`config.mk`:
```
export PLATFORM = sky130hd
export DESIGN_NAME = nbitadd_sched_flat
export DESIGN_NICKNAME = d
export VERILOG_FILES = /design/src/rtl/nbitadd_sched_if.sv /design/src/rtl/nbitadd_sched.sv /design/src/flat_wrapper.sv
export SDC_FILE = /design/constraint.sdc
export NUM_CORES = 1
export LEC_CHECK = 0
export BUFFER_PORTS_ARGS = -buffer_cell sky130_fd_sc_hd__buf_2
export CORE_MARGIN = 4
export CORE_UTILIZATION = 44
export DETAILED_ROUTE_END_ITERATION = 10
export GPL_TIMING_DRIVEN = 0
export PLACE_DENSITY_LB_ADDON = 0.08
export SYNTH_ARGS = -nofsm -noshare
export SYNTH_HDL_FRONTEND = slang
export SYNTH_SLANG_ARGS = --single-unit
```
`constraint.sdc`:
```
create_clock -name clk -period 1.9 [get_ports clk]
set_input_delay 0.285 -clock clk [delete_from_list [all_inputs] [get_ports clk]]
set_output_delay 0.285 -clock clk [all_outputs]
set_load 0.005 [all_outputs]
```
`src/rtl/nbitadd_sched_if.sv`:
```
// Signal bundle between nbitadd_sched, its two requesters, the result consumer
// and the shared BITS-wide nbitadd instance.
interface nbitadd_sched_if #(
   parameter int BITS  = 7,
   parameter int WORDS = 4
);
   localparam int W = BITS * WORDS;

   logic            req0_valid;
   logic            req0_ready;
   logic [W-1:0]    req0_a;
   logic [W-1:0]    req0_b;
   logic            req0_cin;

   logic            req1_valid;
   logic            req1_ready;
   logic [W-1:0]    req1_a;
   logic [W-1:0]    req1_b;
   logic            req1_cin;

   logic [BITS-1:0] add_a;
   logic [BITS-1:0] add_b;
   logic            add_cin;
   logic [BITS-1:0] add_s;
   logic [BITS-1:0] add_c;

   logic            res_valid;
   logic            res_ready;
   logic [W-1:0]    res_sum;
   logic            res_cout;
   logic            res_id;

   modport slave (
      input  req0_valid, req0_a, req0_b, req0_cin,
      input  req1_valid, req1_a, req1_b, req1_cin,
      input  add_s, add_c, res_ready,
      output req0_ready, req1_ready,
      output add_a, add_b, add_cin,
      output res_valid, res_sum, res_cout, res_id
   );

   modport master (
      output req0_valid, req0_a, req0_b, req0_cin,
      output req1_valid, req1_a, req1_b, req1_cin,
      output add_s, add_c, res_ready,
      input  req0_ready, req1_ready,
      input  add_a, add_b, add_cin,
      input  res_valid, res_sum, res_cout, res_id
   );
endinterface

```
`src/rtl/nbitadd_sched.sv`:
```
// Round-robin scheduler that runs WORDS*BITS-bit additions from two requesters
// through one shared BITS-wide nbitadd, one chunk per cycle with chained carry.
module nbitadd_sched #(
   parameter int BITS  = 7,
   parameter int WORDS = 4
) (
   input logic clk,
   input logic rst_n,
   nbitadd_sched_if.slave bus
);
   localparam int W  = BITS * WORDS;
   localparam int KW = (WORDS > 1) ? $clog2(WORDS) : 1;
   localparam logic [KW-1:0] KLAST = KW'(WORDS - 1);

   typedef enum logic [1:0] {IDLE, RUN, DONE} state_t;

   state_t        state, state_nx;
   logic [KW-1:0] k;
   logic [W-1:0]  a_q, b_q, sum_q;
   logic          cin_q, carry_q, cout_q, id_q, last_q;
   logic          gnt, take;
   logic          unused_ok;

   // Both valid: serve the one not granted last; otherwise the lone valid one.
   assign gnt  = (bus.req0_valid && bus.req1_valid) ? ~last_q : bus.req1_valid;
   assign take = rst_n && (state == IDLE) && (bus.req0_valid || bus.req1_valid);

   assign bus.req0_ready = take & ~gnt;
   assign bus.req1_ready = take & gnt;

   assign bus.res_valid = (state == DONE);
   assign bus.res_sum   = sum_q;
   assign bus.res_cout  = cout_q;
   assign bus.res_id    = id_q;

   assign unused_ok = &{1'b0, bus.add_c};

   always_comb begin
      state_nx    = state;
      bus.add_a   = '0;
      bus.add_b   = '0;
      bus.add_cin = 1'b0;
      case (state)
         IDLE: if (take) state_nx = RUN;
         RUN: begin
            bus.add_a   = a_q[k*BITS +: BITS];
            bus.add_b   = b_q[k*BITS +: BITS];
            bus.add_cin = (k == '0) ? cin_q : carry_q;
            if (k == KLAST) state_nx = DONE;
         end
         DONE: if (bus.res_ready) state_nx = IDLE;
         default: state_nx = IDLE;
      endcase
   end

   always_ff @(posedge clk or negedge rst_n) begin
      if (!rst_n) begin
         state   <= IDLE;
         k       <= '0;
         a_q     <= '0;
         b_q     <= '0;
         sum_q   <= '0;
         cin_q   <= 1'b0;
         carry_q <= 1'b0;
         cout_q  <= 1'b0;
         id_q    <= 1'b0;
         last_q  <= 1'b1;
      end else begin
         state <= state_nx;
         case (state)
            IDLE: if (take) begin
               a_q    <= gnt ? bus.req1_a   : bus.req0_a;
               b_q    <= gnt ? bus.req1_b   : bus.req0_b;
               cin_q  <= gnt ? bus.req1_cin : bus.req0_cin;
               id_q   <= gnt;
               last_q <= gnt;
               k      <= '0;
            end
            RUN: begin
               sum_q[k*BITS +: BITS] <= bus.add_s;
               carry_q               <= bus.add_c[BITS-1];
               if (k == KLAST) begin
                  cout_q <= bus.add_c[BITS-1];
                  k      <= '0;
               end else begin
                  k <= k + 1'b1;
               end
            end
            default: ;
         endcase
      end
   end
endmodule
```
`src/flat_wrapper.sv`:
```
// flat-port wrapper written by rule: the top's interface ports become plain ports
module nbitadd_sched_flat 
#(
   parameter int BITS  = 7,
   parameter int WORDS = 4
)
  (clk, rst_n, bus_req0_valid, bus_req0_a, bus_req0_b, bus_req0_cin, bus_req1_valid, bus_req1_a, bus_req1_b, bus_req1_cin, bus_add_s, bus_add_c, bus_res_ready, bus_req0_ready, bus_req1_ready, bus_add_a, bus_add_b, bus_add_cin, bus_res_valid, bus_res_sum, bus_res_cout, bus_res_id);
  nbitadd_sched_if #(.BITS(BITS), .WORDS(WORDS)) bus_i ();
  input logic clk;
  input logic rst_n;
  input wire logic [$bits(bus_i.req0_valid)-1:0] bus_req0_valid;
  input wire logic [$bits(bus_i.req0_a)-1:0] bus_req0_a;
  input wire logic [$bits(bus_i.req0_b)-1:0] bus_req0_b;
  input wire logic [$bits(bus_i.req0_cin)-1:0] bus_req0_cin;
  input wire logic [$bits(bus_i.req1_valid)-1:0] bus_req1_valid;
  input wire logic [$bits(bus_i.req1_a)-1:0] bus_req1_a;
  input wire logic [$bits(bus_i.req1_b)-1:0] bus_req1_b;
  input wire logic [$bits(bus_i.req1_cin)-1:0] bus_req1_cin;
  input wire logic [$bits(bus_i.add_s)-1:0] bus_add_s;
  input wire logic [$bits(bus_i.add_c)-1:0] bus_add_c;
  input wire logic [$bits(bus_i.res_ready)-1:0] bus_res_ready;
  output wire logic [$bits(bus_i.req0_ready)-1:0] bus_req0_ready;
  output wire logic [$bits(bus_i.req1_ready)-1:0] bus_req1_ready;
  output wire logic [$bits(bus_i.add_a)-1:0] bus_add_a;
  output wire logic [$bits(bus_i.add_b)-1:0] bus_add_b;
  output wire logic [$bits(bus_i.add_cin)-1:0] bus_add_cin;
  output wire logic [$bits(bus_i.res_valid)-1:0] bus_res_valid;
  output wire logic [$bits(bus_i.res_sum)-1:0] bus_res_sum;
  output wire logic [$bits(bus_i.res_cout)-1:0] bus_res_cout;
  output wire logic [$bits(bus_i.res_id)-1:0] bus_res_id;
  assign bus_i.req0_valid = bus_req0_valid;
  assign bus_i.req0_a = bus_req0_a;
  assign bus_i.req0_b = bus_req0_b;
  assign bus_i.req0_cin = bus_req0_cin;
  assign bus_i.req1_valid = bus_req1_valid;
  assign bus_i.req1_a = bus_req1_a;
  assign bus_i.req1_b = bus_req1_b;
  assign bus_i.req1_cin = bus_req1_cin;
  assign bus_i.add_s = bus_add_s;
  assign bus_i.add_c = bus_add_c;
  assign bus_i.res_ready = bus_res_ready;
  assign bus_req0_ready = bus_i.req0_ready;
  assign bus_req1_ready = bus_i.req1_ready;
  assign bus_add_a = bus_i.add_a;
  assign bus_add_b = bus_i.add_b;
  assign bus_add_cin = bus_i.add_cin;
  assign bus_res_valid = bus_i.res_valid;
  assign bus_res_sum = bus_i.res_sum;
  assign bus_res_cout = bus_i.res_cout;
  assign bus_res_id = bus_i.res_id;
  nbitadd_sched #(.BITS(BITS), .WORDS(WORDS)) u_core (.clk(clk), .rst_n(rst_n), .bus(bus_i));
endmodule
```
==> Yosys cells after proc, flatten, opt, wreduce, memory -nomap -nowiden <==
Index checks and enable logic that the tools add are counted.
{ "word_totals": {"ff_bits": 93, "input_bits": 133, "out_inout_bits": 48, "elab_cells": 54} }
{ "classes": {"n_addsub": 2, "mul": 1, "eq_ne": 6, "shifts": 4, "n_mux": 16, "bitwise": 4, "reduce_logical": 11} }
{ "ops": {"columns": ["op", "count"], "rows": [
  ["28-bit 2-to-1 mux", 2],
  ["28-bit by 6-bit indexed part select with 7-bit output", 2],
  ["5-bit negation with 34-bit output", 1],
  ["7-bit by 34-bit variable shift with 28-bit output, first input constant", 1],
  ["7-bit by 34-bit indexed part select with 28-bit output", 1],
  ["28-bit bitwise mux", 1],
  ["7-bit 2-to-1 mux", 2],
  ["2-bit 2-to-1 mux", 5],
  ["2-bit case mux with 3 select lines", 1],
  ["2-bit AND reduction", 3],
  ["2-bit by 3-bit multiplier with 5-bit output, second input constant", 1],
  ["2-bit equality test, second input constant", 2],
  ["2-bit zero test", 2],
  ["1-bit 2-to-1 mux", 4],
  ["2-bit by 1-bit != test with 1-bit output, second input constant", 2],
  ["2-bit case mux with 2 select lines", 1],
  ["1-bit logical AND", 3],
  ["3-bit AND reduction", 1],
  ["2-bit by 1-bit adder with 2-bit output, second input constant", 1],
  ["1-bit bitwise AND", 2],
  ["2-bit by 1-bit equality test with 1-bit output, second input constant", 1],
  ["2-bit != test, second input constant", 1],
  ["1-bit inverter", 2],
  ["2-bit nonzero test", 1],
  ["1-bit logical OR", 1]
]} }

==> Longest topological paths before layout <==
Gate-level depths: netlist (run 1).
{ "depth": {"word_depth": 5, "ltp_mapped": 7} }

==> Worst setup path before layout (run 1) <==
OpenSTA, ideal clock, no wires.
{ "synth_timing": {"path_type": "register -> register", "start": "register u_core.k[0]", "end": "register u_core.sum_q[14] (netlist: u_core.bus.res_sum[14])", "arrival_time_ps": 1924, "slack_ps": -92, "path_stages_with_launch": 8, "path_cell_list": "dfrtp_1 -> buf_4 -> buf_6 -> inv_1 -> ha_1 -> nand2_1 -> nor4_2 -> a22o_1"} }
{ "synth_via": {"elab_chain_cells": 4, "elab_cells_between_ends": 5} }
{ "synth_lines": {"columns": ["item", "line_no", "text"], "rows": [
  ["start: declaration", "nbitadd_sched.sv:18", "logic [KW-1:0] k;"],
  ["start signal: assignment", "nbitadd_sched.sv:86", "k <= k + 1'b1;"],
  ["2-bit by 3-bit multiplier with 5-bit output *", "nbitadd_sched.sv:80", "sum_q[k*BITS +: BITS] <= bus.add_s;"],
  ["5-bit negation with 34-bit output *", "nbitadd_sched.sv:80", null],
  ["7-bit by 34-bit indexed part select with 28-bit output / 7-bit by 34-bit variable shift with 28-bit output (equally long branches)", "nbitadd_sched.sv:80", null],
  ["28-bit bitwise mux *", "nbitadd_sched.sv:80", null],
  ["end signal: indexed assignment", "nbitadd_sched.sv:80", null],
  ["end: declaration", "nbitadd_sched.sv:19", "logic [W-1:0] a_q, b_q, sum_q;"]
]} }
Mark *: on every way between the ends. The rest lies on a longest branch, timed or not.
A chain may end at the register's enable or synchronous reset.

==> Worst setup path in the final report (run 1) <==
{ "layout_timing": {"start": "register u_core.k[0]", "end": "output bus_add_a[2]"} }
{ "layout_via": {"elab_chain_cells": 3} }
{ "layout_lines": {"columns": ["item", "line_no", "text"], "rows": [
  ["2-bit by 3-bit multiplier with 5-bit output", "nbitadd_sched.sv:46", "bus.add_a = a_q[k*BITS +: BITS];"],
  ["28-bit by 6-bit indexed part select with 7-bit output", "nbitadd_sched.sv:46", null],
  ["7-bit 2-to-1 mux", "nbitadd_sched.sv:43", "case (state)"],
  ["end: declaration", "flat_wrapper.sv:24", "output wire logic [$bits(bus_i.add_a)-1:0] bus_add_a;"]
]} }
Every way passes these cells.

==> results of run 1 <==
how the worst min path moves through the flow:
stage / from / endpoint / slack (ps)
6_report: bus_req1_b[19] / u_core.b_q[19] / 120
5_1_grt: bus_req1_b[16] / u_core.b_q[16] / 110
4_1_cts: bus_add_c[6] / u_core.carry_q / 120
3_5_place_dp: rst_n / u_core.a_q[4] / 260
3_3_place_gp: u_core.carry_q / u_core.carry_q / 470
2_1_floorplan: rst_n / u_core.a_q[0] / -10
area by class of cell:
| type | count | area share |
|---|---|---|
| diodes | 1 | 0.000384 |
| well taps | 136 | 0.0261 |
| clock inverters | 3 | 0.00365 |
| flip-flops and latches | 93 | 0.358 |
| clock buffers | 12 | 0.0223 |
| repair buffers | 198 | 0.196 |
| inverters | 3 | 0.00269 |
| multi-input cells | 274 | 0.350 |
| plain buffers | 38 | 0.0415 |
critical path: stages (launching register included):
cell and delay, ps:
dfrtp_2 410, buf_12 130, buf_12 130, mux4_2 500
and2_4 150, buf_6 110
cell usage in the layout (no fill, tap or decap), types with 2 or more instances in the layout:
| cell | instances |
|---|---|
| buf_4 | 13 |
| and2_4 | 13 |
| clkinvlp_4 | 3 |
| nor2b_1 | 2 |
| dfrtp_1 | 89 |
| mux4_2 | 14 |
| nor3_1 | 38 |
| buf_6 | 23 |
| a22o_1 | 28 |
| o21a_1 | 2 |
| dlygate4sd3_1 | 3 |
| dfrtp_2 | 3 |
| nor3_2 | 20 |
| nand2b_1 | 3 |
| ha_4 | 2 |
| clkbuf_8 | 11 |
| a221o_1 | 57 |
| nor4_4 | 2 |
| nor2_1 | 2 |
| buf_12 | 8 |
| ha_1 | 4 |
| buf_2 | 168 |
| nand2_1 | 71 |
| clkbuf_1 | 17 |
flip-flops by register name, indices dropped and copies added (netlist names):
signal,flops
u_core.k,2
u_core.b_q,28
u_core.bus.res_cout,1
u_core.bus.res_id,1
u_core.cin_q,1
u_core.last_q,1
u_core.bus.res_sum,28
u_core.carry_q,1
u_core.state,2
u_core.a_q,28
power by group through the flow:
stage / combinational, mW / clock [mW] / sequential [mW]
after floorplan: 2.68 / 0 / 3.24
after global placement: 3.82 / 0 / 3.42
after detailed placement: 3.90 / 0 / 3.43
after CTS: 4.73 / 1.25 / 3.36
after global routing: 5.33 / 1.33 / 3.47
final: 4.94 / 1.23 / 3.38
Yosys cell counts:
cell type   n  area, µm²
dfrtp_1    92       2300
nand2_1    71        267
a221o_1    57        571
nor3_1     39        195
a22o_1     28        245
nor3_2     20        200
clkbuf_1   19       71.3
and2_1     14       87.6
mux4_2     14        315
buf_2      11       55.1
buf_6       6       67.6
ha_1        6       75.1
nand2b_1    4       25.0
buf_4       3       22.5
inv_1       3       11.3
nor2b_1     3       18.8
nor2_1      2       7.51
o21a_1      2       15.0
a31o_2      1       8.76
and3_1      1       6.26
dfstp_2     1       26.3
mux2_2      1       11.3
mux2i_1     1       10.0
nand3_1     1       5.00
nor2_2      1       6.26
nor3b_2     1       12.5
nor4_2      1       12.5
nor4_4      1       21.3
nor4b_4     1       23.8
o21ai_0     1       5.00
o21ai_1     1       5.00
o31ai_1     1       7.51
or3b_1      1       8.76
kinds of logic after synthesis:
group,share of synthesized area
fa+ha+maj,0.0159
mux,0.0713
simple gates,0.190
buf+inv,0.0482
flops,0.493
compound gates,0.182
metal layers:
metal / vias up / routed length [µm] / GRT usage / part of all wire
li1: 1965 / - / - / -
met1: 2141 / 6400 / 0.326 / 0.41
met3: 17 / 1230 / 0.0750 / 0.079
met2: 182 / 7680 / 0.422 / 0.49
met5: - / 0 / 0 / 0
met4: 0 / 248 / 0.0697 / 0.016
stage by stage:
stage               hold WS [ps]  cell area [µm²]
floorplan                  -10.6             4750
finish                       121             6520
CTS                          115             6400
global route                 115             6510
detailed placement           264             5810
global placement             471             5780
repair_timing:
action | CTS | global route
endpoints found under the setup margin | 97 | 42
pin swaps | 14 | 8
endpoints found under the hold margin | 32 | 0
hold buffers | 6 | 0
setup buffers | 12 | 5
cloned | 1 | 0
gates resized for setup | 49 | 16
==> summary.md, run 1 <==
| Metric | Value |
|---|---|
| Max_slew headroom | `0.605` |
| Largest net degree at the start of global routing | `33` |
| Total nets after synthesis | `between 500 and 600` |
| Area delta synth->final | `38.0%` |
| Post-synthesis cell area | `roughly 4700 µm²` |
| Post-DP HPWL | `roughly 11 mm` |
| Synth unique cells | `33` |
| Vias | `4305` |
| Post-Syn Area per Cell | `between 10 and 15 µm²` |
| VDD IR-drop max | `604 µV` |
| Inserted Clock Buffers | `9` |
| Critical path fanouts, max | `7` |
| Seq/Total Area, Yosys | `0.493` |
| Pint | `between 6 and 7 mW` |
| Final count of hold timing violations | `0` |
| Ratio of cells with drive above 1 in the final layout | `0.481` |
| Fmax | `about 0.47 GHz` |
| Cells after DPL | `719` |
| Setup_tns | `-2740 ps` |
| Worst Slack Setup Final | `-210 ps` |
| R2R setup slack | `approximately 60 ps` |
| Worst EP required | `1620 ps` |
| Critical Path Source | `u_core.k[0]` |
| Register area | `roughly 2300 µm²` |
| Final Max Slew Viols | `0` |
| DR DRC count | `0` |
| Antenna-violating nets left | `0` |
| Clock share of power | `0.129` |
| Starting DRT DRC Count | `~300` |
| Leakage Power | `around 3.1 nW` |
| Die width | `roughly 110 µm` |
| Multi-input logic area | `approximately 2300 µm²` |
| Final core utilization | `0.628` |
| Worst Hold Depth | `2` |
| Startpoint types | `flop` |
| Total wire length | `approximately 16 mm` |
| H-tree Lvls | `3` |
| I/O Pins | `between 150 and 200` |
| CTS tree | `done` |
| Power Density | `1470 nW/µm²` |
| Clock skew | `8.18 ps` |
| # rows | `37` |
| Final setup fails | `15` |
| Initial Utilization | `0.455` |
| CTS root buf | `clkbuf_8` |
| Logic pwr share | `0.517` |
| Die H | `approximately 110 µm` |
| Fin cells | `between 700 and 800` |
| Sequential power share | `0.354` |
| Syn Inst Count | `409` |
| First-pass GRT wire length | `24.5 mm` |
| Port bufs | `~170` |
| Clock-pin slew on the worst setup and hold paths | `approximately 100 ps` |
| Worst skew pair latency | `around 380 ps` |
| Bufs on Longest Clock Path | `2` |
| Final Power | `9.55 mW` |
| Final Cycle Share | `1.11` |
| First-pass iteration count of the detailed router | `6` |
| DR WL/cell | `between 20 and 25 µm` |
| Die area | `~12000 µm²` |
| Total track usage | `0.254` |
| Crit Reg-Reg Endpoint | `u_core.bus.res_sum[26]` |
| Worst-margin pin slew | `roughly 590 ps` |
| Unrepaired setup endpoints after global routing | `true` |
| Sw frac | `0.361` |
| Reg2Reg Depth | `8` |
| GRT overflow | `0` |
| Clock sink count | `93` |
| Violated checks | `setup timing` |
| Yosys reg bits | `between 90 and 100` |
| Outcome | `finished with violations` |
| Sw power | `around 3.4 mW` |
| Vias per cell | `5.68` |
| # Max-Cap Violations | `0` |
| Period minus WS final | `2110 ps` |
| Setup crit end kind | `output pin` |
| Placer congestion estimate | `~0.84` |
| Synth Warn # | `0` |
| Start of the worst register-to-register path | `u_core.k[1]` |
| Final-layout fill cell count | `between 800 and 900` |
| Critical path endpoint | `bus_add_a[2]` |
| Critical path type | `flop to output pin` |
| CORE AREA | `slightly above 10000 µm²` |
| Vias in the first global route | `around 4600` |
| Antenna violations before repair | `0` |
| Nets | `756` |
| Setup Slack @ Placement | `-571 ps` |
| WP data arrival | `about 1800 ps` |
| Min-delay worst type | `input port to flop` |
(Power assumes the default switching activity.)
==> run 2: changes to the inputs <==
GPL_ROUTABILITY_DRIVEN = 0   (was default)
clock period = 1.74 ns   (was 1.9 ns; I/O delays follow)
==> summary.md, run 2 (synthesis results as in run 1) <==
| Metric | Value |
|---|---|
| First-pass GRT wire length | `24.6 mm (was 24.5 mm)` |
| Logic pwr share | `0.526 (was 0.517)` |
| Setup Slack @ Placement | `-751 ps (was -571 ps)` |
| # Max-Cap Violations | `0 (unchanged)` |
| Multi-input logic area | `2310 µm² (was 2280 µm²)` |
| I/O Pins | `181 (unchanged)` |
| Max incr delay on CP | `490 ps (was 500 ps)` |
| Start of the worst register-to-register path | `u_core.k[1] (unchanged)` |
| Register area | `2330 µm² (about the same)` |
| Antenna-violating nets left | `0 (unchanged)` |
| Vias per cell | `5.72 (was 5.68)` |
| Inserted Clock Buffers | `9 (unchanged)` |
| Final core utilization | `0.649 (was 0.628)` |
| # rows | `37 (unchanged)` |
| Vias in the first global route | `4597 (was 4568)` |
| DR WL/cell | `20.8 µm (was 20.5 µm)` |
| WP data arrival | `1810 ps (was 1830 ps)` |
| Critical Path Source | `u_core.k[0] (unchanged)` |
| Total wire length | `15.9 mm (was 15.6 mm)` |
| N_diodes | `0 (was 1)` |
| Leakage Power | `3.27 nW (was 3.14 nW)` |
| CP max-delay cell | `mux4_2 (unchanged)` |
| Fmax | `0.483 GHz` |
| Worst Slack Setup Final | `-329 ps (was -210 ps)` |
| Critical path fanouts, max | `7 (unchanged)` |
| VDD IR-drop max | `969 µV (was 604 µV)` |
| Largest net degree at the start of global routing | `33 (unchanged)` |
| Worst-margin pin slew | `580 ps (was 593 ps)` |
| Final-layout fill cell count | `854 (was 890)` |
| Final Cycle Share | `1.19` |
| CTS tree | `done (unchanged)` |
| Clock-pin slew on the worst setup and hold paths | `90 ps (was 100 ps)` |
| Vias | `4385 (was 4305)` |
| Final Max Slew Viols | `0 (unchanged)` |
| CTS root buf | `clkbuf_8 (unchanged)` |
| Post-route cell area | `6740 µm² (was 6520 µm²)` |
| First-pass iteration count of the detailed router | `5 (was 6)` |
| Bufs and invs on worst path | `3 (unchanged)` |
| Clock sink count | `93 (unchanged)` |
| Sequential power share | `0.333 (was 0.354)` |
| Worst hold margin | `101 ps (was 121 ps)` |
| Final Power | `11.1 mW (was 9.55 mW)` |
| Min-delay src | `bus_add_c[6] (was bus_req1_b[19])` |
| Final setup fails | `45 (was 15)` |
| Most frequent cells in the layout | `buf_2 (166), dfrtp_1 (90), nand2_1 (69), a221o_1 (57), nor3_1 (38) (was buf_2 (168), dfrtp_1 (89), nand2_1 (71), a221o_1 (57), nor3_1 (38))` |
| Sw frac | `0.352 (was 0.361)` |
| Die H | `112 µm (unchanged)` |
| Period minus WS final | `slightly above 2000 ps` |
| Starting DRT DRC Count | `277 (was 297)` |
| DR DRC count | `0 (unchanged)` |
| Area delta synth->final | `42.6% (was 38.0%)` |
| Final count of hold timing violations | `0 (unchanged)` |
| Cells after DPL | `719 (unchanged)` |
| Clock skew | `10.2 ps (was 8.18 ps)` |
| Violated checks | `setup timing (unchanged)` |
| Max_slew headroom | `0.613 (was 0.605)` |
| CORE AREA | `10400 µm² (unchanged)` |
| Antenna violations before repair | `1 (was 0)` |
| Nets | `765 (was 756)` |
| Critical path type | `flop to output pin (unchanged)` |
| Ratio of cells with drive above 1 in the final layout | `0.509 (was 0.481)` |
| Die area | `12500 µm² (unchanged)` |
| Bufs on Longest Clock Path | `2 (unchanged)` |
| Outcome | `finished with violations (unchanged)` |
| Unrepaired setup endpoints after global routing | `true (unchanged)` |
| Setup crit end kind | `output pin (unchanged)` |
| Most common cell after layout, fill and taps aside | `buf_2 (unchanged)` |
| Pint | `7.17 mW (was 6.11 mW)` |
| H-tree Lvls | `3 (unchanged)` |
| Post-DP HPWL | `10.8 mm (was 11.0 mm)` |
| Initial Utilization | `0.455 (unchanged)` |
| Power Density | `1640 nW/µm² (was 1470 nW/µm²)` |
| Worst EP required | `1480 ps (was 1620 ps)` |
| Min-delay worst type | `input port to flop (unchanged)` |
| Placed Area | `5860 µm² (was 5810 µm²)` |
| CP Cell Sequence | `buf_12, buf_12, mux4_2, and2_4, buf_6 (unchanged)` |
| Total track usage | `0.252 (was 0.254)` |
| Family with the most delay on the worst path | `multiplexers (unchanged)` |
| CP most frequent cell | `buf_12 (unchanged)` |
| GRT overflow | `0 (unchanged)` |
| Clock share of power | `0.141 (was 0.129)` |
| Sw power | `3.90 mW (was 3.45 mW)` |
| Die width | `112 µm (unchanged)` |
| Worst skew pair latency | `380 ps (about the same)` |
| Setup_tns | `-6760 ps (was -2740 ps)` |
| Fin cells | `767 (was 758)` |
| Port bufs | `173 (unchanged)` |
| Startpoint types | `flop (unchanged)` |
-- run 2: cell type report --
cell class,instances,share of cell area
inverters,3,0.00334
clock inverters,3,0.00632
well taps,136,0.0253
clock buffers,13,0.0251
flip-flops and latches,93,0.346
plain buffers,37,0.0453
repair buffers,208,0.205
multi-input cells,274,0.343
-- run 2: worst reg2reg max path, cell delays in order (launching register included) --
cell,delay [ps]
dfrtp_2,420
buf_12,120
clkinvlp_4,150
buf_6,160
ha_4,270
buf_6,130
nor4b_4,240
buf_4,190
a22o_1,130
-- run 2: path summary, 6_finish.rpt --
kind,to,slack (ps),depth (start not counted)
min in group asynchronous,u_core.a_q[12],510,4
max in group asynchronous,u_core.b_q[15],890,4
worst min register to register,u_core.bus.res_sum[12],510,1
worst max register to register,u_core.bus.res_sum[24],-140,8
worst max-delay path,bus_add_a[5],-330,5
worst min-delay path,u_core.carry_q,100,3
-- run 2: power groups by stage --
stage / combinational (mW) / clock [mW] / sequential, mW
after global placement: 4.30 / 0 / 3.73
after floorplan: 3.05 / 0 / 3.55
after global routing: 6.21 / 1.68 / 3.78
after CTS: 5.38 / 1.57 / 3.66
after detailed placement: 4.38 / 0 / 3.75
final: 5.83 / 1.56 / 3.68
-- run 2: timing repair --
action                     in CTS  in global routing
hold buffers                    6                  0
pin swaps                      27                 23
setup buffers                  16                 10
gates cloned                    2                  0
setup endpoints to repair     108                105
gates resized for setup        56                 28
hold endpoints to repair       32                  0
-- run 2: per-layer routing --
| layer | wire length (µm) | global-route usage | vias up |
|---|---|---|---|
| met3 | 1320 | 0.0630 | 16 |
| met4 | 199 | 0.0706 | 2 |
| met5 | 7 | 0 | - |
| li1 | - | - | 1995 |
| met2 | 7750 | 0.420 | 222 |
| met1 | 6670 | 0.329 | 2150 |
==> run 3: changes to the inputs <==
GPL_TIMING_DRIVEN = 1   (was 0)
==> summary.md, run 3 (synthesis results as in run 1) <==
| Metric | Value |
|---|---|
| Start of the worst register-to-register path | `u_core.k[0] (was u_core.k[1])` |
| I/O Pins | `181 (unchanged)` |
| Clock sink count | `93 (unchanged)` |
| Power Density | `1640 nW/µm² (about the same)` |
| Clock skew | `10.2 ps (about the same)` |
| Crit Reg-Reg Endpoint | `u_core.bus.res_sum[27] (was u_core.bus.res_sum[24])` |
| GRT overflow | `0 (unchanged)` |
| Area delta synth->final | `36.4% (was 42.6%)` |
| Antenna violations before repair | `1 (unchanged)` |
| Final Max Slew Viols | `0 (unchanged)` |
| Bufs on Longest Clock Path | `2 (unchanged)` |
| CTS tree | `done (unchanged)` |
| Family with the most delay on the worst path | `multiplexers (unchanged)` |
| DR DRC count | `0 (unchanged)` |
| Final core utilization | `0.621 (was 0.649)` |
| Largest net degree at the start of global routing | `64 (was 33)` |
| VDD IR-drop max | `646 µV (was 969 µV)` |
| Clock share of power | `0.143 (was 0.141)` |
| Sw frac | `0.352 (about the same)` |
| Bufs and invs on worst path | `2 (was 3)` |
| Logic pwr share | `0.510 (was 0.526)` |
| # Max-Cap Violations | `0 (unchanged)` |
| Port bufs | `174 (was 173)` |
| Final Cycle Share | `1.14 (was 1.19)` |
| CORE AREA | `10400 µm² (unchanged)` |
| Worst-margin pin slew | `803 ps (was 580 ps)` |
| Worst skew pair latency | `360 ps (was 380 ps)` |
| Max incr delay on CP | `500 ps (was 490 ps)` |
| Starting DRT DRC Count | `262 (was 277)` |
| Ratio of cells with drive above 1 in the final layout | `0.508 (was 0.509)` |
| CP Cell Sequence | `buf_12, mux4_2, and2_4, buf_6 (was buf_12, buf_12, mux4_2, and2_4, buf_6)` |
| CP max-delay cell | `mux4_2 (unchanged)` |
| Period minus WS final | `1980 ps (was 2070 ps)` |
| Crit path depth | `4 (was 5)` |
| Min-delay worst type | `input port to asynchronous set/reset pin (was input port to flop)` |
| Initial Utilization | `0.455 (unchanged)` |
| Startpoint types | `flop (unchanged)` |
| Unrepaired setup endpoints after global routing | `true (unchanged)` |
| Setup Slack @ Placement | `-4.03 ps (was -751 ps)` |
| Max_slew headroom | `0.465 (was 0.613)` |
| Pint | `6.85 mW (was 7.17 mW)` |
| Vias per cell | `5.55 (was 5.72)` |
| Setup crit end kind | `output pin (unchanged)` |
| Final setup fails | `43 (was 45)` |
| Total wire length | `13.7 mm (was 15.9 mm)` |
| Fmax | `0.505 GHz (was 0.483 GHz)` |
| Outcome | `finished with violations (unchanged)` |
| Post-route cell area | `6440 µm² (was 6740 µm²)` |
| DR WL/cell | `18.7 µm (was 20.8 µm)` |
| Violated checks | `setup timing (unchanged)` |
| WP data arrival | `1720 ps (was 1810 ps)` |
| CTS root buf | `clkbuf_8 (unchanged)` |
| Worst hold margin | `107 ps (was 101 ps)` |
| Most frequent cells in the layout | `buf_2 (158), dfrtp_1 (88), nand2_1 (68), a221o_1 (57), nor3_1 (36) (was buf_2 (166), dfrtp_1 (90), nand2_1 (69), a221o_1 (57), nor3_1 (38))` |
| Nets | `732 (was 765)` |
| Critical path type | `flop to output pin (unchanged)` |
| Sw power | `3.72 mW (was 3.90 mW)` |
| R2R setup slack | `-150 ps (was -140 ps)` |
| Placed Area | `5870 µm² (was 5860 µm²)` |
| Inserted Clock Buffers | `9 (unchanged)` |
| Critical path endpoint | `bus_add_b[3] (was bus_add_a[5])` |
| Final count of hold timing violations | `0 (unchanged)` |
| Post-DP HPWL | `9.49 mm (was 10.8 mm)` |
| Total track usage | `0.219 (was 0.252)` |
| Clock-pin slew on the worst setup and hold paths | `100 ps (was 90 ps)` |
| Worst EP required | `1480 ps (about the same)` |
| Reg2Reg Depth | `9 (was 8)` |
| Worst Slack Setup Final | `-241 ps (was -329 ps)` |
| Most common cell after layout, fill and taps aside | `buf_2 (unchanged)` |
| Antenna-violating nets left | `0 (unchanged)` |
| Sequential power share | `0.347 (was 0.333)` |
| Leakage Power | `3.11 nW (was 3.27 nW)` |
| Vias | `4082 (was 4385)` |
| First-pass GRT wire length | `22.1 mm (was 24.6 mm)` |
| Die width | `112 µm (unchanged)` |
| Final-layout fill cell count | `896 (was 854)` |
| Critical path fanouts, max | `7 (unchanged)` |
| Final Power | `10.6 mW (was 11.1 mW)` |
| # rows | `37 (unchanged)` |
| Critical Path Source | `u_core.k[0] (unchanged)` |
| H-tree Lvls | `3 (unchanged)` |
| Die area | `12500 µm² (unchanged)` |
| Die H | `112 µm (unchanged)` |
| First-pass iteration count of the detailed router | `4 (was 5)` |
| Vias in the first global route | `4215 (was 4597)` |
==> run 3: cell count changes in the layout (fill, tap and decap cells not counted), moves of 3 or more <==
cell	delta
buf_2	-8
clkbuf_1	-8
clkbuf_2	-7
buf_6	-4
clkbuf_8	-4
buf_4	+3
buf_8	-3
inv_6	+3
nor3_2	+3
==> run 3: repair_timing <==
action                                  4_1_cts  5_1_grt
hold endpoints to repair                     29        0
endpoints found under the setup margin       31       49
pin swaps                                    33       12
hold buffers                                  1        0
gates resized for setup                      34       18
setup buffers                                13        2
==> run 3: power by group through the flow <==
stage | Combinational (mW) | Sequential (mW) | Clock [mW]
6_report | 5.39 | 3.67 | 1.52
4_1_cts | 5.15 | 3.66 | 1.57
2_1_floorplan | 3.05 | 3.55 | 0
5_1_grt | 5.80 | 3.79 | 1.66
3_3_place_gp | 4.41 | 3.67 | 0
3_5_place_dp | 4.45 | 3.69 | 0
==> run 3: per-layer routing <==
layer  share of wire  vias up  track usage
met5               0        -            0
met4          0.0070        0       0.0543
met3           0.064        8       0.0505
met2            0.48      144        0.345
met1            0.45     2000        0.310
li1                -     1930            -
==> run 3: stage by stage <==
| stage | instances | setup TNS, ps |
|---|---|---|
| after floorplan | 409 | -49.4 |
| after global placement | 702 | 0 |
| after detailed placement | 702 | -8.65 |
| after CTS | 732 | -4620 |
| after global routing | 735 | -8680 |
| final | 735 | -5820 |
==> run 3: area by class of cell <==
class                   instances  area (µm²)  share of cell area
clock inverters                 7        81.3              0.0126
diodes                          1        2.50            0.000389
multi-input cells             274        2320               0.361
inverters                       3        18.8             0.00291
clock buffers                   9         124              0.0192
flip-flops and latches         93        2330               0.362
well taps                     136         170              0.0264
repair buffers                212        1390               0.215
==> run 3: how the worst min path moves through the flow <==
| stage | start | to | slack, ps | depth (start not counted) |
|---|---|---|---|---|
| 2_1_floorplan | rst_n | u_core.a_q[0] | -30 | 0 |
| 3_3_place_gp | rst_n | u_core.state[0] | 330 | 2 |
| 3_5_place_dp | rst_n | u_core.state[0] | 340 | 2 |
| 4_1_cts | bus_add_c[6] | u_core.carry_q | 90 | 3 |
| 5_1_grt | bus_req1_cin | u_core.cin_q | 100 | 2 |
| 6_report | rst_n | u_core.bus.res_sum[9] | 110 | 2 |
==> run 3: worst reg2reg max path: cells and delay by family (launching register included) <==
family,cells,cell delay (ps)
flops,1,470
buf+inv,6,760
compound gates,1,140
fa+ha+maj,1,210
simple gates,1,250
